File: src/rtl/muldiv_pkg.sv
// Shared types and constants for the RV32M multiply/divide unit.
package muldiv_pkg;

    // funct7 value that marks an R-type instruction as an M-extension op.
    localparam logic [6:0] M_FUNCT7 = 7'b0000001;

    // M-extension operation, encoded exactly as funct3.
    typedef enum logic [2:0] {
        OP_MUL    = 3'b000,
        OP_MULH   = 3'b001,
        OP_MULHSU = 3'b010,
        OP_MULHU  = 3'b011,
        OP_DIV    = 3'b100,
        OP_DIVU   = 3'b101,
        OP_REM    = 3'b110,
        OP_REMU   = 3'b111
    } m_op_e;

    // Control FSM states.
    typedef enum logic [1:0] {
        IDLE = 2'd0,
        MUL  = 2'd1,
        DIV  = 2'd2,
        DONE = 2'd3
    } md_state_e;

    // Signed divide/remainder: operands go through abs() and results get a sign fix-up.
    function automatic logic op_is_signed_div(input m_op_e op);
        return (op == OP_DIV) || (op == OP_REM);
    endfunction

    // Remainder ops return r, the other divide ops return q.
    function automatic logic op_is_rem(input m_op_e op);
        return (op == OP_REM) || (op == OP_REMU);
    endfunction

endpackage

File: src/rtl/muldiv_unit_div_step.sv
// One restoring-division step: shift the next dividend bit into the partial
// remainder, subtract the divisor, and keep the difference only if it did not borrow.
module div_step #(
    parameter int XLEN = 32
) (
    input  logic [XLEN-1:0] rem_i,
    input  logic [XLEN-1:0] quo_i,
    input  logic [XLEN-1:0] divisor_i,
    output logic [XLEN-1:0] rem_o,
    output logic [XLEN-1:0] quo_o
);

    logic [XLEN:0] shifted;
    logic [XLEN:0] diff;

    // Partial remainder is always < divisor, so the shifted value fits in XLEN+1 bits
    // and the top bit of the difference is a clean borrow flag.
    always_comb begin
        shifted = {rem_i, quo_i[XLEN-1]};
        diff    = shifted - {1'b0, divisor_i};
        if (diff[XLEN]) begin
            rem_o = shifted[XLEN-1:0];
            quo_o = {quo_i[XLEN-2:0], 1'b0};
        end else begin
            rem_o = diff[XLEN-1:0];
            quo_o = {quo_i[XLEN-2:0], 1'b1};
        end
    end

endmodule

File: src/rtl/muldiv_unit.sv
// RV32M multiply/divide unit: fixed-latency multiply, 1-bit/cycle restoring divide.
//
// Handshakes: an op is accepted on a rising edge where in_valid && in_ready && !flush;
// a result is consumed on a rising edge where out_valid && out_ready. in_ready is high
// only in IDLE, out_valid only in DONE, and result is held stable until consumed.
module muldiv_unit
    import muldiv_pkg::*;
#(
    parameter int XLEN       = 32,
    parameter int MUL_STAGES = 2
) (
    input  logic            clk,
    input  logic            rst,
    input  logic            in_valid,
    output logic            in_ready,
    input  logic [2:0]      funct3,
    input  logic [XLEN-1:0] rs1,
    input  logic [XLEN-1:0] rs2,
    input  logic            flush,
    output logic            busy,
    output logic            out_valid,
    input  logic            out_ready,
    output logic [XLEN-1:0] result,
    output md_state_e       dbg_state
);

    localparam int CNT_MAX = (XLEN > MUL_STAGES) ? XLEN : MUL_STAGES;
    localparam int CW      = $clog2(CNT_MAX);
    localparam logic [XLEN-1:0] XMIN = {1'b1, {(XLEN-1){1'b0}}};

    md_state_e       state_q, state_d;
    m_op_e           op_q, op_d;
    logic [XLEN-1:0] a_q, a_d;
    logic [XLEN-1:0] b_q, b_d;
    logic [CW-1:0]   cnt_q, cnt_d;
    logic [XLEN-1:0] rem_q, rem_d;
    logic [XLEN-1:0] quo_q, quo_d;
    logic [XLEN-1:0] dvs_q, dvs_d;
    logic [XLEN-1:0] res_q, res_d;

    // Multiplier: one signed (XLEN+1)x(XLEN+1) product; the extra bit carries the
    // sign for signed operands and a zero for unsigned ones.
    logic signed [XLEN:0]      mul_a, mul_b;
    logic signed [2*XLEN+1:0]  prod;
    logic [XLEN-1:0]           mul_res;
    logic                      prod_unused;

    assign mul_a       = {((op_q == OP_MULH) || (op_q == OP_MULHSU)) & a_q[XLEN-1], a_q};
    assign mul_b       = {(op_q == OP_MULH) & b_q[XLEN-1], b_q};
    assign prod        = mul_a * mul_b;
    assign mul_res     = (op_q == OP_MUL) ? prod[XLEN-1:0] : prod[2*XLEN-1:XLEN];
    assign prod_unused = ^prod[2*XLEN+1:2*XLEN];

    // Divider datapath: quo_q holds the remaining dividend bits and collects quotient bits.
    logic [XLEN-1:0] step_rem, step_quo;
    logic [XLEN-1:0] q_fix, r_fix;
    logic            div_signed;

    div_step #(.XLEN(XLEN)) u_div_step (
        .rem_i     (rem_q),
        .quo_i     (quo_q),
        .divisor_i (dvs_q),
        .rem_o     (step_rem),
        .quo_o     (step_quo)
    );

    assign div_signed = op_is_signed_div(op_q);
    assign q_fix = (div_signed && (a_q[XLEN-1] ^ b_q[XLEN-1])) ? -step_quo : step_quo;
    assign r_fix = (div_signed && a_q[XLEN-1]) ? -step_rem : step_rem;

    // Next-state and datapath update; flush overrides everything except reset.
    always_comb begin
        state_d = state_q;
        op_d    = op_q;
        a_d     = a_q;
        b_d     = b_q;
        cnt_d   = cnt_q;
        rem_d   = rem_q;
        quo_d   = quo_q;
        dvs_d   = dvs_q;
        res_d   = res_q;
        if (flush) begin
            state_d = IDLE;
        end else begin
            case (state_q)
                IDLE: begin
                    if (in_valid) begin
                        op_d = m_op_e'(funct3);
                        a_d  = rs1;
                        b_d  = rs2;
                        if (!funct3[2]) begin
                            state_d = MUL;
                            cnt_d   = CW'(MUL_STAGES - 1);
                        end else if (rs2 == '0) begin
                            // Divide by zero: q = all ones, r = dividend.
                            state_d = DONE;
                            res_d   = funct3[1] ? rs1 : '1;
                        end else if (!funct3[0] && (rs1 == XMIN) && (rs2 == '1)) begin
                            // Signed overflow: q = dividend, r = 0.
                            state_d = DONE;
                            res_d   = funct3[1] ? '0 : rs1;
                        end else begin
                            state_d = DIV;
                            cnt_d   = CW'(XLEN - 1);
                            rem_d   = '0;
                            quo_d   = (!funct3[0] && rs1[XLEN-1]) ? -rs1 : rs1;
                            dvs_d   = (!funct3[0] && rs2[XLEN-1]) ? -rs2 : rs2;
                        end
                    end
                end
                MUL: begin
                    if (cnt_q == '0) begin
                        state_d = DONE;
                        res_d   = mul_res;
                    end else begin
                        cnt_d = cnt_q - 1'b1;
                    end
                end
                DIV: begin
                    rem_d = step_rem;
                    quo_d = step_quo;
                    if (cnt_q == '0) begin
                        state_d = DONE;
                        res_d   = op_is_rem(op_q) ? r_fix : q_fix;
                    end else begin
                        cnt_d = cnt_q - 1'b1;
                    end
                end
                DONE: begin
                    if (out_ready) begin
                        state_d = IDLE;
                    end
                end
                default: state_d = IDLE;
            endcase
        end
    end

    // State and datapath registers with synchronous reset.
    always_ff @(posedge clk) begin
        if (rst) begin
            state_q <= IDLE;
            op_q    <= OP_MUL;
            a_q     <= '0;
            b_q     <= '0;
            cnt_q   <= '0;
            rem_q   <= '0;
            quo_q   <= '0;
            dvs_q   <= '0;
            res_q   <= '0;
        end else begin
            state_q <= state_d;
            op_q    <= op_d;
            a_q     <= a_d;
            b_q     <= b_d;
            cnt_q   <= cnt_d;
            rem_q   <= rem_d;
            quo_q   <= quo_d;
            dvs_q   <= dvs_d;
            res_q   <= res_d;
        end
    end

    assign in_ready  = (state_q == IDLE);
    assign busy      = (state_q != IDLE);
    assign out_valid = (state_q == DONE);
    assign result    = out_valid ? res_q : '0;
    assign dbg_state = state_q;

endmodule

File: config.mk
export PLATFORM = sky130hd
export DESIGN_NAME = muldiv_unit
export DESIGN_NICKNAME = d
export VERILOG_FILES = /design/src/rtl/muldiv_pkg.sv /design/src/rtl/muldiv_unit_div_step.sv /design/src/rtl/muldiv_unit.sv
export SDC_FILE = /design/constraint.sdc
export NUM_CORES = 2
export LEC_CHECK = 0
export CAP_MARGIN = 0
export CORE_ASPECT_RATIO = 0.7
export CORE_MARGIN = 8
export CORE_UTILIZATION = 65
export CTS_CLUSTER_DIAMETER = 150
export CTS_CLUSTER_SIZE = 10
export DETAILED_ROUTE_END_ITERATION = 10
export DONT_BUFFER_PORTS = 1
export PLACE_DENSITY = 0.81
export REMOVE_ABC_BUFFERS = 1
export SLEW_MARGIN = 30
export SYNTH_ARGS = -nofsm -noshare
export SYNTH_HDL_FRONTEND = slang
export SYNTH_HIERARCHICAL = 1
export SYNTH_SLANG_ARGS = --single-unit
File: constraint.sdc
create_clock -name clk -period 10.2 [get_ports clk]
set_input_delay 1.02 -clock clk [delete_from_list [all_inputs] [get_ports clk]]
set_output_delay 1.02 -clock clk [all_outputs]
set_load 0.01 [all_outputs]
==> impl_metrics.toml <==
[clocking]
h-tree-depth = 1
cts_made_buffers = 24
cts_setup_buffers = 0
clkTransAtPathRegs_ns = 0.06
root_buffer = "clkbuf_16"
clock-sinks = 202
cts_tree = "done"
clkLatencyLatePin_ns = 0.55
cts_max_path_buffers = 3

[layout]
nNetsFinal = 7453
n_antenna_cell = 0
layout-drive-gt1-share_pct = 3.82
area_delta_synth_final_pct = 1.99
n_fill_cell = 6395

[global_routing]
track_usage_pct = 34.5
grt_pass1_wl_mm = 246
overflow = 0
antenna_found_initial = 7
grt_max_degree = 185
grt_pass1_vias = 44000

[run_status]
status = "finished clean"

[timing]
setup_violations = 0
relSlewSlack_pct = 29.2
fmax_ghz = 0.105
final-max-slew-violation-count = 0
hold_viol = 0
rsz0062_at_grt = "no"
post-route-period-util_pct = 93.1
layout_min_cycle_time_ns = 9.50
tightest_slew_ns = 1.06
fin_worst_skew_ns = 0.0219
hold_slack_ns = 0.457
setup_tns_ns = 0

[power_and_ir_drop]
power_leakage_nw = 24.1
worst_ir_drop_vdd_mv = 0.136
pwr_density_cell_mw_per_mm2 = 56.9

[worst_setup_path]
cp.arrival_ns = 9.96
crit_required_ns = 10.67
critPathMaxFanout = 25
crit_path_end_kind = "register"
path_class = "register to register"
start_kind = "register"

[worst_hold_path]
hold_class = "register to register"

[drt]
wl_per_cell_microns = 22.0
vias_per_cell = 6.09
drtIter0Drc = 4992
vias = 43000
drc = 0
routed_wl_mm = 155
drtAntennaViolNets = 0
drt_first_pass_iters = 9

[yosys]
synth-xor-area-share_pct = 3.50
ys_async_sr_fraction_pct = 0
synth_compound_area_share_pct = 9.49
yosysSeqAreaShare_pct = 7.67
synthMuxAreaShare_pct = 0.916
synth_seq_cells = 202
synth-edff-count = 0
synth_area_sq_mm = 0.0527
synthCells = 6290
syn_area_per_cell_sq_um = 8.38
yosys.area_share.adder_pct = 48.9
yosys.area_share.simple_pct = 17.3
synth_cell_types = 97
synth_ff_type = "dfxtp_1"
synth_top_family_by_area = "adder cells"
ys.warnings.count = 6

[die]
die_area_sq_mm = 0.0906
start_util_pct = 65.6
die_w_microns = 356
core_area_sq_mm = 0.0804
row_count = 87
die_y_microns = 254
io_pins = 109

[placement]
io_buffer_count = 0
place_congestion = 1.03
dp_hpwl_mm = 124

[job]
maxCapViolCount = 0
==> synthesized netlist by cell type (7+ instances only) <==
cell type	instances	share of area, %
a211oi_1	47	0.67
nor4_1	24	0.28
o22ai_1	10	0.12
o21bai_1	9	0.13
ha_1	256	6.1
or2_2	17	0.20
xnor2_1	133	2.2
o21ai_0	174	1.7
or4_1	22	0.31
a21o_1	42	0.60
fa_1	1126	43
inv_1	1234	8.8
nand3_1	70	0.66
mux2_4	19	0.54
clkbuf_1	354	2.5
mux2i_1	13	0.25
a22oi_1	7	0.10
nor2b_1	11	0.13
a221oi_1	13	0.22
a31oi_1	28	0.33
nor2_1	185	1.3
buf_1	9	0.064
nand2b_1	23	0.27
o31ai_1	27	0.38
o2111ai_1	8	0.13
and3_1	13	0.15
buf_4	36	0.51
and2_1	354	4.2
nand4_1	31	0.37
xor2_1	78	1.3
a32o_1	8	0.15
o21a_1	22	0.31
or3_1	23	0.27
nand2_1	1150	8.2
a21oi_1	297	2.8
dfxtp_1	202	7.7
nor3_1	45	0.43
o211ai_1	25	0.36
o41ai_1	16	0.27
==> kinds of logic after synthesis <==
kind of cell,Yosys count
compound gates,804
xor+xnor,211
fa+ha+maj,1386
buf+inv,1649
flops,202
mux,37
simple gates,2001
==> flip-flops by register name, summed over array words and instances, names as in the netlist <==
name       count
b_q           32
quo_q         32
op_q           3
cnt_q          5
rem_q         32
res_q         32
a_q           32
dbg_state      2
dvs_q         32
==> worst paths after layout <==
check / start / end / slack, ns / cells past startpoint
max: op_q[1] / res_q[27] / 0.70 / 25
min reg2reg: a_q[6] / a_q[6] / 0.46 / 2
max reg2reg: op_q[1] / res_q[27] / 0.70 / 25
min: a_q[6] / a_q[6] / 0.46 / 2
==> routing by layer <==
layer  global-route usage, %  vias up  share of wire (%)
li1                        -    18500                  -
met1                    48.8    21400                 39
met2                    51.0     2669                 42
met3                    10.3      409                 14
met4                    11.9        4                4.2
met5                       0        -              0.017
==> worst max-delay path: stages, from the launching register on <==
cell,delay (ns)
dfxtp_1,0.46
xnor2_1,0.17
nor2_4,0.33
buf_4,0.39
nand2_1,0.21
fa_1,0.74
fa_1,0.57
fa_1,0.56
fa_1,0.71
clkinvlp_4,0.41
fa_1,0.57
fa_1,0.51
fa_1,0.50
inv_1,0.05
fa_1,0.47
inv_1,0.04
ha_1,0.36
nand4_1,0.17
nor3_1,0.46
nand3_1,0.20
a211oi_1,0.34
a211oi_1,0.18
a211oi_1,0.34
o21ai_0,0.19
or4_1,0.41
o211ai_1,0.10
==> cell type report <==
cell class | instances | area, sq um | share of cell area, %
clock buffer | 25 | 626 | 1.16
clock inverter | 1 | 8.76 | 0.0163
inverter | 1236 | 4650 | 8.65
multi-input combinational | 4439 | 42300 | 78.7
sequential | 202 | 4080 | 7.58
tap | 1068 | 1340 | 2.48
timing repair buffer | 96 | 746 | 1.39
==> stage by stage <==
| stage | cells | instance area [sq um] | power (mW) | utilization [%] | setup slack, ns |
|---|---|---|---|---|---|
| floorplan | 5877 | 51000 | 1.77 | - | 0.820 |
| global route | 7067 | 53800 | 3.20 | 66.9 | 0.0488 |
| CTS | 7067 | 53800 | 3.01 | 66.8 | 0.702 |
| global placement | 7041 | 53100 | 2.21 | 66.0 | 1.06 |
| detailed placement | 7041 | 53100 | 2.24 | 66.0 | 0.741 |
| finish | 7067 | 53800 | 3.06 | 66.9 | 0.702 |
==> cell usage in the layout, fill, tap and decap left out, types with 22 or more instances in the layout <==
master	count
a211oi_1	47
a21o_1	41
a21oi_1	296
a31oi_1	28
and2_1	353
buf_4	94
clkbuf_16	25
dfxtp_1	177
dfxtp_2	24
fa_1	1125
ha_1	254
inv_1	1232
nand2_1	1150
nand2b_1	23
nand3_1	70
nand4_1	31
nor2_1	182
nor3_1	45
nor4_1	22
o211ai_1	25
o21a_1	22
o21ai_0	174
o31ai_1	27
or3_1	23
or4_1	22
xnor2_1	133
xor2_1	78
==> report_power, final <==
part,leakage (nW),internal [mW],switching (mW)
clock,0.313,0.429,0.351
combinational,22.2,0.456,0.893
sequential,1.65,0.827,0.105
total,24.1,1.71,1.35
==> repair_timing <==
action,4_1_cts,5_1_grt
gates resized for setup,0,3
setup endpoints to repair,0,1
hold buffers,0,0
Note: power is estimated with default switching activity, not from simulation.
